**src/rtl/fp_mat_pkg.sv**
```systemverilog
// Shared constants and FSM state type for the 8.8 fixed-point matrix operand loader.
package fp_mat_pkg;

  localparam int ELEM_W = 16;
  localparam int FRAC_W = 8;

  typedef enum logic [1:0] {
    LOAD_A = 2'd0,
    LOAD_B = 2'd1,
    FULL   = 2'd2
  } state_t;

endpackage

```
**src/rtl/fp_mat_bank.sv**
```systemverilog
// One operand bank: per-element write-enable decode over a flat register array,
// with a whole-bank parallel load used to transfer a complete bank in one edge.
module fp_mat_bank
  import fp_mat_pkg::*;
#(
  parameter int DATA_WIDTH = ELEM_W,
  parameter int N          = 16,
  parameter int IW         = 4
) (
  input  logic                  clk,
  input  logic                  rst_n,
  input  logic                  wr_en_i,
  input  logic [IW-1:0]         wr_idx_i,
  input  logic [DATA_WIDTH-1:0] wr_data_i,
  input  logic                  cp_en_i,
  input  logic [N*DATA_WIDTH-1:0] cp_data_i,
  output logic [N*DATA_WIDTH-1:0] data_o
);

  for (genvar k = 0; k < N; k++) begin : g_elem
    logic                  we;
    logic [DATA_WIDTH-1:0] elem_q;

    assign we = wr_en_i && (wr_idx_i == IW'(k));

    always_ff @(posedge clk or negedge rst_n) begin
      if (!rst_n)       elem_q <= '0;
      else if (cp_en_i) elem_q <= cp_data_i[k*DATA_WIDTH +: DATA_WIDTH];
      else if (we)      elem_q <= wr_data_i;
    end

    assign data_o[k*DATA_WIDTH +: DATA_WIDTH] = elem_q;
  end

endmodule

```
**src/rtl/fp_mat_loader.sv**
```systemverilog
// Streams NA+NB fixed-point elements into flat A/B operand buses for a matmul.
// Optional shadow bank (double buffering) enabled by `define FP_MAT_LOADER_DBUF_EN.
module fp_mat_loader
  import fp_mat_pkg::*;
#(
  parameter int DATA_WIDTH = ELEM_W,
  parameter int ROW_1      = 4,
  parameter int COL_1      = 4,
  parameter int COL_2      = 2
) (
  input  logic                              clk,
  input  logic                              rst_n,
  input  logic                              in_valid,
  input  logic [DATA_WIDTH-1:0]             in_data,
  input  logic                              in_last,
  output logic                              in_ready,
  output logic [DATA_WIDTH*ROW_1*COL_1-1:0] out_a,
  output logic [DATA_WIDTH*COL_1*COL_2-1:0] out_b,
  output logic                              out_valid,
  input  logic                              out_ready,
  output logic                              err_last
);

  localparam int NA   = ROW_1 * COL_1;
  localparam int NB   = COL_1 * COL_2;
  localparam int NMAX = (NA > NB) ? NA : NB;
  localparam int CW   = (NMAX > 1) ? $clog2(NMAX) : 1;
  localparam logic [CW-1:0] LAST_A = CW'(NA - 1);
  localparam logic [CW-1:0] LAST_B = CW'(NB - 1);

  state_t                   state_q, state_d, fill_ph;
  logic [CW-1:0]            cnt_q, cnt_d;
  logic                     err_q, err_d;
  logic                     accept, hs, done_a, done_b, a_we, b_we, cp_en;
  logic [DATA_WIDTH*NA-1:0] cp_a;
  logic [DATA_WIDTH*NB-1:0] cp_b;

  assign accept    = in_valid && in_ready;
  assign hs        = (state_q == FULL) && out_ready;
  assign out_valid = (state_q == FULL);
  assign err_last  = err_q;
  // fill_ph is the phase of whichever bank is currently taking input
  assign done_a    = accept && (fill_ph == LOAD_A) && (cnt_q == LAST_A);
  assign done_b    = accept && (fill_ph == LOAD_B) && (cnt_q == LAST_B);
  assign a_we      = accept && (state_q == LOAD_A);
  assign b_we      = accept && (state_q == LOAD_B);

`ifdef FP_MAT_LOADER_DBUF_EN
  state_t                   sh_q, sh_d;
  logic                     sa_we, sb_we;
  logic [DATA_WIDTH*NA-1:0] sh_a;
  logic [DATA_WIDTH*NB-1:0] sh_b;

  assign fill_ph  = (state_q == FULL) ? sh_q : state_q;
  assign in_ready = rst_n && !((state_q == FULL) && (sh_q == FULL));
  assign sa_we    = accept && (state_q == FULL) && (sh_q == LOAD_A);
  assign sb_we    = accept && (state_q == FULL) && (sh_q == LOAD_B);
  assign cp_en    = hs;

  // Forward the element landing this edge so a same-edge completion is not lost
  always_comb begin
    cp_a = sh_a;
    cp_b = sh_b;
    if (sa_we) cp_a[int'(cnt_q)*DATA_WIDTH +: DATA_WIDTH] = in_data;
    if (sb_we) cp_b[int'(cnt_q)*DATA_WIDTH +: DATA_WIDTH] = in_data;
  end

  fp_mat_bank #(.DATA_WIDTH(DATA_WIDTH), .N(NA), .IW(CW)) u_sh_a (
    .clk(clk), .rst_n(rst_n), .wr_en_i(sa_we), .wr_idx_i(cnt_q), .wr_data_i(in_data),
    .cp_en_i(1'b0), .cp_data_i('0), .data_o(sh_a)
  );

  fp_mat_bank #(.DATA_WIDTH(DATA_WIDTH), .N(NB), .IW(CW)) u_sh_b (
    .clk(clk), .rst_n(rst_n), .wr_en_i(sb_we), .wr_idx_i(cnt_q), .wr_data_i(in_data),
    .cp_en_i(1'b0), .cp_data_i('0), .data_o(sh_b)
  );

  always_ff @(posedge clk or negedge rst_n) begin
    if (!rst_n) sh_q <= LOAD_A;
    else        sh_q <= sh_d;
  end
`else
  assign fill_ph  = state_q;
  assign in_ready = rst_n && (state_q != FULL);
  assign cp_en    = 1'b0;
  assign cp_a     = '0;
  assign cp_b     = '0;
`endif

  fp_mat_bank #(.DATA_WIDTH(DATA_WIDTH), .N(NA), .IW(CW)) u_bank_a (
    .clk(clk), .rst_n(rst_n), .wr_en_i(a_we), .wr_idx_i(cnt_q), .wr_data_i(in_data),
    .cp_en_i(cp_en), .cp_data_i(cp_a), .data_o(out_a)
  );

  fp_mat_bank #(.DATA_WIDTH(DATA_WIDTH), .N(NB), .IW(CW)) u_bank_b (
    .clk(clk), .rst_n(rst_n), .wr_en_i(b_we), .wr_idx_i(cnt_q), .wr_data_i(in_data),
    .cp_en_i(cp_en), .cp_data_i(cp_b), .data_o(out_b)
  );

  always_ff @(posedge clk or negedge rst_n) begin
    if (!rst_n) begin
      state_q <= LOAD_A;
      cnt_q   <= '0;
      err_q   <= 1'b0;
    end else begin
      state_q <= state_d;
      cnt_q   <= cnt_d;
      err_q   <= err_d;
    end
  end

  always_comb begin
    state_d = state_q;
    cnt_d   = cnt_q;
    err_d   = err_q;
`ifdef FP_MAT_LOADER_DBUF_EN
    sh_d    = sh_q;
`endif
    if (accept) begin
      cnt_d = cnt_q + CW'(1);
      // Framing errors are only flagged; counting alone defines the pair boundary
      if (in_last != done_b) err_d = 1'b1;
    end
    if (done_a || done_b) cnt_d = '0;
    unique case (state_q)
      LOAD_A: if (done_a) state_d = LOAD_B;
      LOAD_B: if (done_b) state_d = FULL;
      FULL: begin
`ifdef FP_MAT_LOADER_DBUF_EN
        if (done_a)      sh_d = LOAD_B;
        else if (done_b) sh_d = FULL;
        if (hs) begin
          sh_d = LOAD_A;
          // A partial shadow moves to the output bank and filling resumes there
          if (!((sh_q == FULL) || done_b)) state_d = done_a ? LOAD_B : sh_q;
        end
`else
        if (hs) state_d = LOAD_A;
`endif
      end
      default: state_d = LOAD_A;
    endcase
  end

endmodule

```
**config.mk**
```make
export PLATFORM = sky130hd
export DESIGN_NAME = fp_mat_loader
export DESIGN_NICKNAME = d
export VERILOG_FILES = /design/src/rtl/fp_mat_pkg.sv /design/src/rtl/fp_mat_bank.sv /design/src/rtl/fp_mat_loader.sv
export SDC_FILE = /design/constraint.sdc
export NUM_CORES = 1
export LEC_CHECK = 0
export CORE_MARGIN = 2
export CORE_UTILIZATION = 55
export CTS_CLUSTER_SIZE = 16
export DETAILED_ROUTE_END_ITERATION = 7
export DONT_BUFFER_PORTS = 1
export PLACE_DENSITY_LB_ADDON = 0.2
export REMOVE_ABC_BUFFERS = 1
export SLEW_MARGIN = 20
export SYNTH_ARGS = -nofsm -noshare
export SYNTH_HDL_FRONTEND = slang
export SYNTH_HIERARCHICAL = 1
export SYNTH_SLANG_ARGS = --single-unit
```
**constraint.sdc**
```tcl
create_clock -name clk -period 5.6 [get_ports clk]
set_clock_uncertainty 0.1 [all_clocks]
set_input_delay 0.84 -clock clk [delete_from_list [all_inputs] [get_ports clk]]
set_output_delay 0.84 -clock clk [all_outputs]
set_load 0.05 [all_outputs]
```
---- Word-level counts from Yosys, hierarchy flattened ----
Index checks and enable logic that the tools add are counted.
word-level totals
  output and inout bits ................... 387
  flip-flop bits (word level) ............. 391
  input port bits ......................... 21
operators by class
  muxes and demuxes ....................... 6
  add/sub/neg operators ................... 1
  reductions and logical operators ........ 35
  equality and inequality tests ........... 22
operators by type and width
  kind                                                   count
  equality test 4 bit, second input constant             8
  logical AND 1 bit                                      29
  equality test 4 x 3 -> 1 bit, second input constant    4
  equality test 4 x 2 -> 1 bit, second input constant    2
  two-way mux 4 bit                                      2
  two-way mux 2 bit                                      3
  inequality test 2 bit, second input constant           3
  one-hot mux 2 bit (3 select lines)                     1
  adder 4 x 1 -> 4 bit, second input constant            1
  equality test 4 x 1 -> 1 bit, second input constant    1
  logical NOT 4 bit                                      1
  AND reduction 3 bit                                    1
  equality test 2 x 1 -> 1 bit, second input constant    1
  equality test 2 bit, second input constant             1
  logical NOT 2 bit                                      1
  inequality test 2 x 1 -> 1 bit, second input constant  1
  AND reduction 2 bit                                    1
  nonzero test 2 bit                                     1
  logical OR 1 bit                                       1
  inequality test 1 bit                                  1

---- Longest topological paths before layout ----
Gate-level depths: netlist (run 1).
  depth in word-level cells ............... 7
  mapped depth ............................ 8
  gate-level depth less buffers ........... 5

---- Modules after synthesis ----
The synthesis (run 1) kept the hierarchy.
by module, submodules not included
  module                   cells an instance  seq. area each (µm²)  area each (µm²)  instances
  fp_mat_bank at u_bank_a  1,506              6,406.1               13,503.0         1
  fp_mat_bank at u_bank_b  750                3,203.1               6,686.4          1
  fp_mat_loader            41                 175.2                 387.9            1

---- Least setup slack after synthesis (run 1) ----
Ideal clock, no wire load.
  kind .................................... in2reg
  start point ............................. in in_valid
  end point ............................... reg u_bank_a.g_elem[0].elem_q[10]
  required time ........................... 5,374 ps
  path buffers ............................ 1
  setup time .............................. 126 ps
  data arrival time ....................... 2,188 ps
  cell stages on the path ................. 6
  path slack .............................. 3,186 ps
  cell sequence ........................... nand2_2 -> nor3_1 -> or3b_4 -> clkbuf_2 -> o21ai_0 -> a21oi_1
between the ends
  longest elaborated chain between the ends .. 3
RTL lines
  what                  RTL line             text
  from (decl)           fp_mat_loader.sv:13  input logic in_valid,
  logical AND 1 bit     fp_mat_loader.sv:38  assign accept = in_valid && in_ready;
  logical AND 1 bit     fp_mat_loader.sv:45  assign a_we = accept && (state_q == LOAD_A);
  via a_we              fp_mat_loader.sv:34  logic accept, hs, done_a, done_b, a_we, b_we, cp_en;
  logical AND 1 bit     fp_mat_bank.sv:24    assign we = wr_en_i && (wr_idx_i == IW'(k));
  to (signal assigned)  fp_mat_bank.sv:28    else if (cp_en_i) elem_q <= cp_data_i[k*DATA_WIDTH +: DATA_WIDTH];
  to (signal assigned)  fp_mat_bank.sv:29    else if (we) elem_q <= wr_data_i;
  to (decl)             fp_mat_bank.sv:22    logic [DATA_WIDTH-1:0] elem_q;
The timed path passes the listed nets, and every way through them passes these cells.
A chain may end at the register's enable or synchronous reset.

---- Worst setup path after layout (run 1) ----
  start point ............................. in rst_n
  end point ............................... reg u_bank_a.g_elem[6].elem_q[2]
between the ends
  longest elaborated chain between the ends .. 4
RTL lines
  what                  RTL line             text
  from (decl)           fp_mat_loader.sv:12  input logic rst_n,
  logical AND 1 bit     fp_mat_loader.sv:84  assign in_ready = rst_n && (state_q != FULL);
  logical AND 1 bit     fp_mat_loader.sv:38
  logical AND 1 bit     fp_mat_loader.sv:45
  via a_we              fp_mat_loader.sv:34
  logical AND 1 bit     fp_mat_bank.sv:24
  to (signal assigned)  fp_mat_bank.sv:28
  to (signal assigned)  fp_mat_bank.sv:29
  to (decl)             fp_mat_bank.sv:22
The timed path passes the listed nets, and every way through them passes these cells.

==> results of run 1 <==
## routing by layer
metal  track usage  routed length [um]  vias up
met2        0.5010               30310      838
li1              -                   -     8174
met1        0.4337               25710     8711
met4        0.1590                3220        0
met5             0                   0        -
met3        0.1055                7119      164
## registers in the layout, indices dropped and copies added, names as in the netlist
register and count:
err_last 1, u_bank_a/g_elem.elem_q 256, cnt_q 4, fill_ph 2, u_bank_b/g_elem.elem_q 128
## how the worst max path moves through the flow
stage,startpoint,endpoint,slack (ns),cells after the start
global placement,rst_n,u_bank_a/g_elem[9].elem_q[3]$_DFFE_PN0P_,1.98,5
CTS,fill_ph[1]$_DFFE_PN0P_,u_bank_a/g_elem[7].elem_q[11]$_DFFE_PN0P_,2.42,4
global route,rst_n,u_bank_a/g_elem[6].elem_q[8]$_DFFE_PN0P_,2.11,5
floorplan,cnt_q[2]$_DFFE_PN0P_,u_bank_a/g_elem[4].elem_q[0]$_DFFE_PN0P_,2.10,3
finish,rst_n,u_bank_a/g_elem[6].elem_q[2]$_DFFE_PN0P_,2.10,5
detailed placement,rst_n,u_bank_a/g_elem[7].elem_q[10]$_DFFE_PN0P_,1.89,5
## worst max-delay path, stage by stage
cell and delay (ns):
nand2_2 0.20, nor3_2 0.85, nand3b_1 0.99, o21ai_0 0.52, a21oi_1 0.12
## metrics by stage
stage / instances / cell area [um^2] / power [mW]
global route: 2947 / 22590 / 9.658
CTS: 2941 / 22520 / 9.236
detailed placement: 2869 / 21170 / 6.461
floorplan: 2385 / 20400 / 5.618
finish: 2947 / 22590 / 9.295
global placement: 2868 / 21140 / 6.399
## synthesized netlist by cell type (all sizes together)
master / instances / area [um^2]
o2bb2ai: 1 / 8.760
nand3: 5 / 30.03
o211ai: 1 / 12.51
a31oi: 384 / 2402
nor2: 4 / 27.52
inv: 2 / 7.510
o21ai: 389 / 1947
nor3: 2 / 10.01
nand3b: 6 / 45.04
and3b: 6 / 52.55
nand4: 1 / 6.260
nand2b: 7 / 43.79
and3: 4 / 25.02
clkbuf: 143 / 550.5
or2: 2 / 12.51
xnor2: 2 / 17.52
and2: 2 / 12.51
or3b: 3 / 33.78
dfrtp: 391 / 9784
buf: 157 / 1087
nand2: 7 / 28.78
ha: 1 / 12.51
or4: 1 / 11.26
a21oi: 385 / 1927
nor3b: 3 / 56.30
conb: 1 / 3.750
nor2b: 387 / 2421
## final cells by class
type	instances	area, um^2
clock inverter	10	102.6
inverter	2	7.507
fill	3160	14100
clock buffer	62	1250
timing repair buffer	21	183.9
multi-input combinational	1992	10680
antenna	1	2.502
sequential	391	9784
tap	468	585.6
## kinds of logic after synthesis
logic type | Yosys count | share of synthesized area
AOI/OAI and AO/OA | 1160 | 0.3060
and+or+nand+nor | 440 | 0.1369
DFF | 391 | 0.4755
buffers and inverters | 302 | 0.07996
xor gates and xnor gates | 2 | 0.0008514
adders and majority gates | 1 | 0.0006080
other | 1 | 0.0001822
## power groups by stage
stage,logic [mW],clock network [mW],registers (mW)
2_1_floorplan,1.20,0,4.42
3_3_place_gp,1.81,0,4.59
3_5_place_dp,1.87,0,4.59
4_1_cts,1.87,2.82,4.54
5_1_grt,2.13,2.95,4.58
6_report,1.96,2.79,4.55
==> summary.txt, run 1 <==
Clock tree
  • CTS tree: built
  • Worst-Skew Late Latency: 0.55 ns
  • Clock buffer depth: 3
  • Cts bufs inserted: 44
  • Setup repair bufs after CTS: 0
  • H-Tree Depth: 2
  • Clock sink count: 391
  • Clock Pin Slew Worst Setup and Hold Paths: 0.06 ns
  • CTS resizes: 0
  • Clock root cell: clkbuf_16

Placement
  • IO buf count: 0
  • Detail Placement HPWL: 35990 um
  • Routability congestion estimate from global placement: 0.8056
  • DP Worst Slack: 1.887 ns

Cells and area
  • Layout cell share with drive strength beyond 1: 0.04681
  • Area grow syn2layout: 9.802%
  • Most common cell after layout, fill and taps aside: dfrtp_1
  • Fin util: 0.6157
  • Fin nets: 2474
  • Most frequent cells in the layout: 391 x dfrtp_1, 389 x conb_1, 385 x a21oi_1

GRT
  • Initial antenna violation count: 1
  • First-pass GRT wire length: 101400 um
  • Grt total ovfl: 0
  • Pin count of the biggest net entering global routing: 513
  • Vias in the first global route: 17105
  • Global Route Usage Sum: 0.3316

Worst setup path
  • Setup Crit Path Kind: in2reg
  • Critical path peak fanout: 394
  • Arr. time, crit path: 3.81 ns
  • Reg-to-Reg Start: fill_ph[1]$_DFFE_PN0P_
  • Crit start category: primary input
  • Worst Setup End Kind: flip-flop
  • Required @ worst endpoint: 5.91 ns
  • Worst R2R End: u_bank_a/g_elem[6].elem_q[2]$_DFFE_PN0P_
  • Reg2reg setup slack: 2.40 ns
  • Register-to-Register Path Depth: 4

Synth
  • Synth Cell Area: 0.02058 mm^2
  • YS warnings: 6
  • Cells after Synth: 2297
  • Sequential area share after synthesis: 0.4755
  • Synthesized flop and latch total: 391
  • Unique masters post-synth: 36
  • Synthesized area per cell: 8.958 um^2

Pwr
  • Logic pwr share: 0.211
  • Pwr/cell area: 411.4 mW/mm^2
  • Sw Ratio: 0.4417
  • P_sw: 4.106 mW
  • Reg power frac: 0.489
  • Clock power share: 0.300
  • Leakage dissipation: 9.687 nW
  • Peak supply drop: 0.0002721 V
  • Cell internal pwr: 5.190 mW

Status
  • Status: complete, but fails checks
  • Failing checks: hold timing

Detailed routing
  • DRT Pass-1 Iters: 6
  • Post-Route WL: 66360 um
  • Final antenna-violating net count: 0
  • Initial drt markers: 1998
  • WL/cell: 22.52 um
  • Vias per cell: 6.070
  • DRC: 0
  • Vias post-DR: 17887

Timing
  • Period Utilization, post-route: 0.6256
  • Final slew viol count: 0
  • Final setup viols: 0
  • RSZ-0062 raised after global routing: false
  • Fmax: 285.5 MHz
  • Hold slack final: -0.1008 ns
  • Final hold viol count: 102
  • Post-Route Setup TNS: 0 ns
  • Tmin final: 3.503 ns
  • Slew margin rel.: 0.08665
  • PnR worst setup slack: 2.097 ns
  • Worst Max-Slew Pin Slew: 1.370 ns

Hold path
  • Hold WC Path Type: in2async

Floorplan
  • Row cnt: 70
  • Io pins: 408
  • Initial core utilization: 0.5607
  • Core area: 0.03670 mm^2
  • Die area: 0.03898 mm^2
  • Die Span Y: 197.4 um
  • Die width: 197.4 um

Flow run
  • Max-cap violations: 0
Note: power is estimated with default switching activity, not from simulation.
==> run 2: changes to the inputs <==
==> constraint.sdc (replaced) <==
create_clock -name clk -period 3.25 [get_ports clk]
set_clock_uncertainty 0.1 [all_clocks]
set_input_delay 0.4875 -clock clk [delete_from_list [all_inputs] [get_ports clk]]
set_output_delay 0.4875 -clock clk [all_outputs]
set_load 0.05 [all_outputs]
==> run 2 against run 1 <==
Effect of this change: the run still ends with hold timing left; worst setup slack got worse by 1.1 ns; final area grew 1.3%; clock power grew 79%; total power rose by 77%; wire length about the same; combinational power grew 85%; count of clock-buffer cells in the layout increased by 2; critical path type is now reg2out; largest cell class unchanged.
==> summary.txt, run 2 (synthesis results as in run 1) <==
Worst setup path
  • Arr. time, crit path: 1.71 ns
  • Required @ worst endpoint: 2.66 ns
  • Crit start category: flip-flop
  • Register-to-Register Path Depth: 4
  • Worst R2R End: u_bank_a/g_elem[3].elem_q[1]$_DFFE_PN0P_
  • Worst Setup End Kind: output pin
  • Reg2reg setup slack: 0.99 ns
  • Setup Crit Path Kind: reg2out
  • Reg-to-Reg Start: cnt_q[1]$_DFFE_PN0P_
  • Critical path peak fanout: 5

Pwr
  • Leakage dissipation: 9.861 nW
  • Peak supply drop: 0.0004142 V
  • Pwr/cell area: 716.7 mW/mm^2

Cells and area
  • Largest regs: u_bank_a/g_elem.elem_q x256, u_bank_b/g_elem.elem_q x128, cnt_q x4
  • Fin nets: 2498
  • Final instance area: 0.02289 mm^2
  • Most frequent cells in the layout: 391 x dfrtp_1, 389 x conb_1, 385 x a21oi_1
  • Largest register by flop count: u_bank_a/g_elem.elem_q
  • Most common cell after layout, fill and taps aside: dfrtp_1
  • Layout cell share with drive strength beyond 1: 0.05272
  • Max reg flops: 256
  • Area grow syn2layout: 11.25%
  • Fillers: 3113

Placement
  • Routability congestion estimate from global placement: 0.8354
  • Detail Placement HPWL: 36880 um
  • IO buf count: 0
  • Area after DPL: 0.02144 mm^2
  • DP Worst Slack: 1.036 ns

GRT
  • First-pass GRT wire length: 100900 um
  • Vias in the first global route: 17000
  • Global Route Usage Sum: 0.3320
  • Grt total ovfl: 0
  • Pin count of the biggest net entering global routing: 513
  • Initial antenna violation count: 1

Timing
  • Period Utilization, post-route: 0.7067
  • Final slew viol count: 0
  • Worst Max-Slew Pin Slew: 1.208 ns
  • Slew margin rel.: 0.1946
  • Hold slack final: -0.4872 ns
  • PnR worst setup slack: 0.9532 ns
  • RSZ-0062 raised after global routing: false
  • Tmin final: 2.297 ns
  • Fmax: 435.4 MHz
  • Final hold viol count: 391
  • Final setup viols: 0

Flow run
  • Max-cap violations: 0

Detailed routing
  • Vias per cell: 6.008
  • Initial drt markers: 1668
  • DRC: 0
  • Top routing layer in use: met4
  • Final antenna-violating net count: 0
  • Detail Route met2 WL: 30550 um
  • Routed length on met1: 25920 um
  • Vias post-DR: 17863
  • DRT Pass-1 Iters: 5
  • Post-Route WL: 66400 um
  • Met3 Routed Length: 6665 um
  • WL/cell: 22.33 um

Clock tree
  • Hold Buf Count CTS: 2
  • Cts bufs inserted: 44
  • Clock Pin Slew Worst Setup and Hold Paths: 0.06 ns
  • Clock root cell: clkbuf_16
  • Clock buffer depth: 3
  • CTS tree: built
  • H-Tree Depth: 2
  • Worst-Skew Late Latency: 0.57 ns
  • Clock sink count: 391

Floorplan
  • Die width: 197.4 um
  • Core area: 0.03670 mm^2
  • Io pins: 408
  • Initial core utilization: 0.5607
  • Row cnt: 70
  • Die Span Y: 197.4 um
  • Die area: 0.03898 mm^2

Status
  • Status: complete, but fails checks
  • Failing checks: hold timing

Hold path
  • Hold WC Path Type: in2async
## run 2: timing repair
| item | in CTS | in global routing |
|---|---|---|
| setup buffers | 0 | 0 |
| hold endpoints to repair | 393 | 391 |
| gates resized for setup | 0 | 0 |
## run 2: cell type report
class                   count  area, um^2  area share
diodes                      1       2.502   0.0001093
clock buffers              64        1297     0.05668
clock inverters            10       132.6    0.005793
inverters                   2       7.507   0.0003279
multi-input cells        1992       10650      0.4653
flip-flops and latches    391        9784      0.4274
well taps                 468       585.6     0.02558
repair buffers             45       430.4     0.01880
## run 2: report_power, final
part / total [mW] / internal (mW) / switching [mW] / leakage, nW
Combinational: 3.62 / 0.965 / 2.65 / 4.79
Clock: 5.00 / 2.99 / 2.01 / 0.708
Sequential: 7.79 / 5.36 / 2.43 / 4.36
## run 2: layer usage
metal | track usage | up-vias
met5 | 0 | -
met4 | 0.1637 | 0
met3 | 0.09561 | 171
met2 | 0.5140 | 800
met1 | 0.4283 | 8658
li1 | - | 8234
## run 2: per-stage QoR
stage | cells | power (mW) | util | setup TNS, ns
after floorplan | 2385 | 9.681 | - | -21.37
after global placement | 2896 | 11.27 | 0.5842 | 0
after detailed placement | 2896 | 11.35 | 0.5842 | 0
after CTS | 2972 | 16.36 | 0.6238 | 0
after global routing | 2972 | 17.02 | 0.6238 | 0
final | 2973 | 16.41 | 0.6238 | 0
## run 2: worst max-delay path by stage
stage          slack (ns)                                        end  cells after the start              startpoint
6_report             0.95                                   in_ready                      2  fill_ph[0]$_DFFE_PN0P_
3_5_place_dp         1.04   u_bank_a/g_elem[3].elem_q[1]$_DFFE_PN0P_                      4    cnt_q[1]$_DFFE_PN0P_
5_1_grt              0.83  u_bank_a/g_elem[3].elem_q[11]$_DFFE_PN0P_                      4    cnt_q[1]$_DFFE_PN0P_
3_3_place_gp         1.11   u_bank_a/g_elem[3].elem_q[2]$_DFFE_PN0P_                      4    cnt_q[1]$_DFFE_PN0P_
2_1_floorplan       -0.25   u_bank_a/g_elem[4].elem_q[0]$_DFFE_PN0P_                      3    cnt_q[2]$_DFFE_PN0P_
4_1_cts              0.92                                   in_ready                      2  fill_ph[0]$_DFFE_PN0P_
## run 2: critical path, cell delays in order, from the launching register on
cell	delay, ns
dfrtp_1	0.43
nand2b_1	0.19
and2_1	0.53
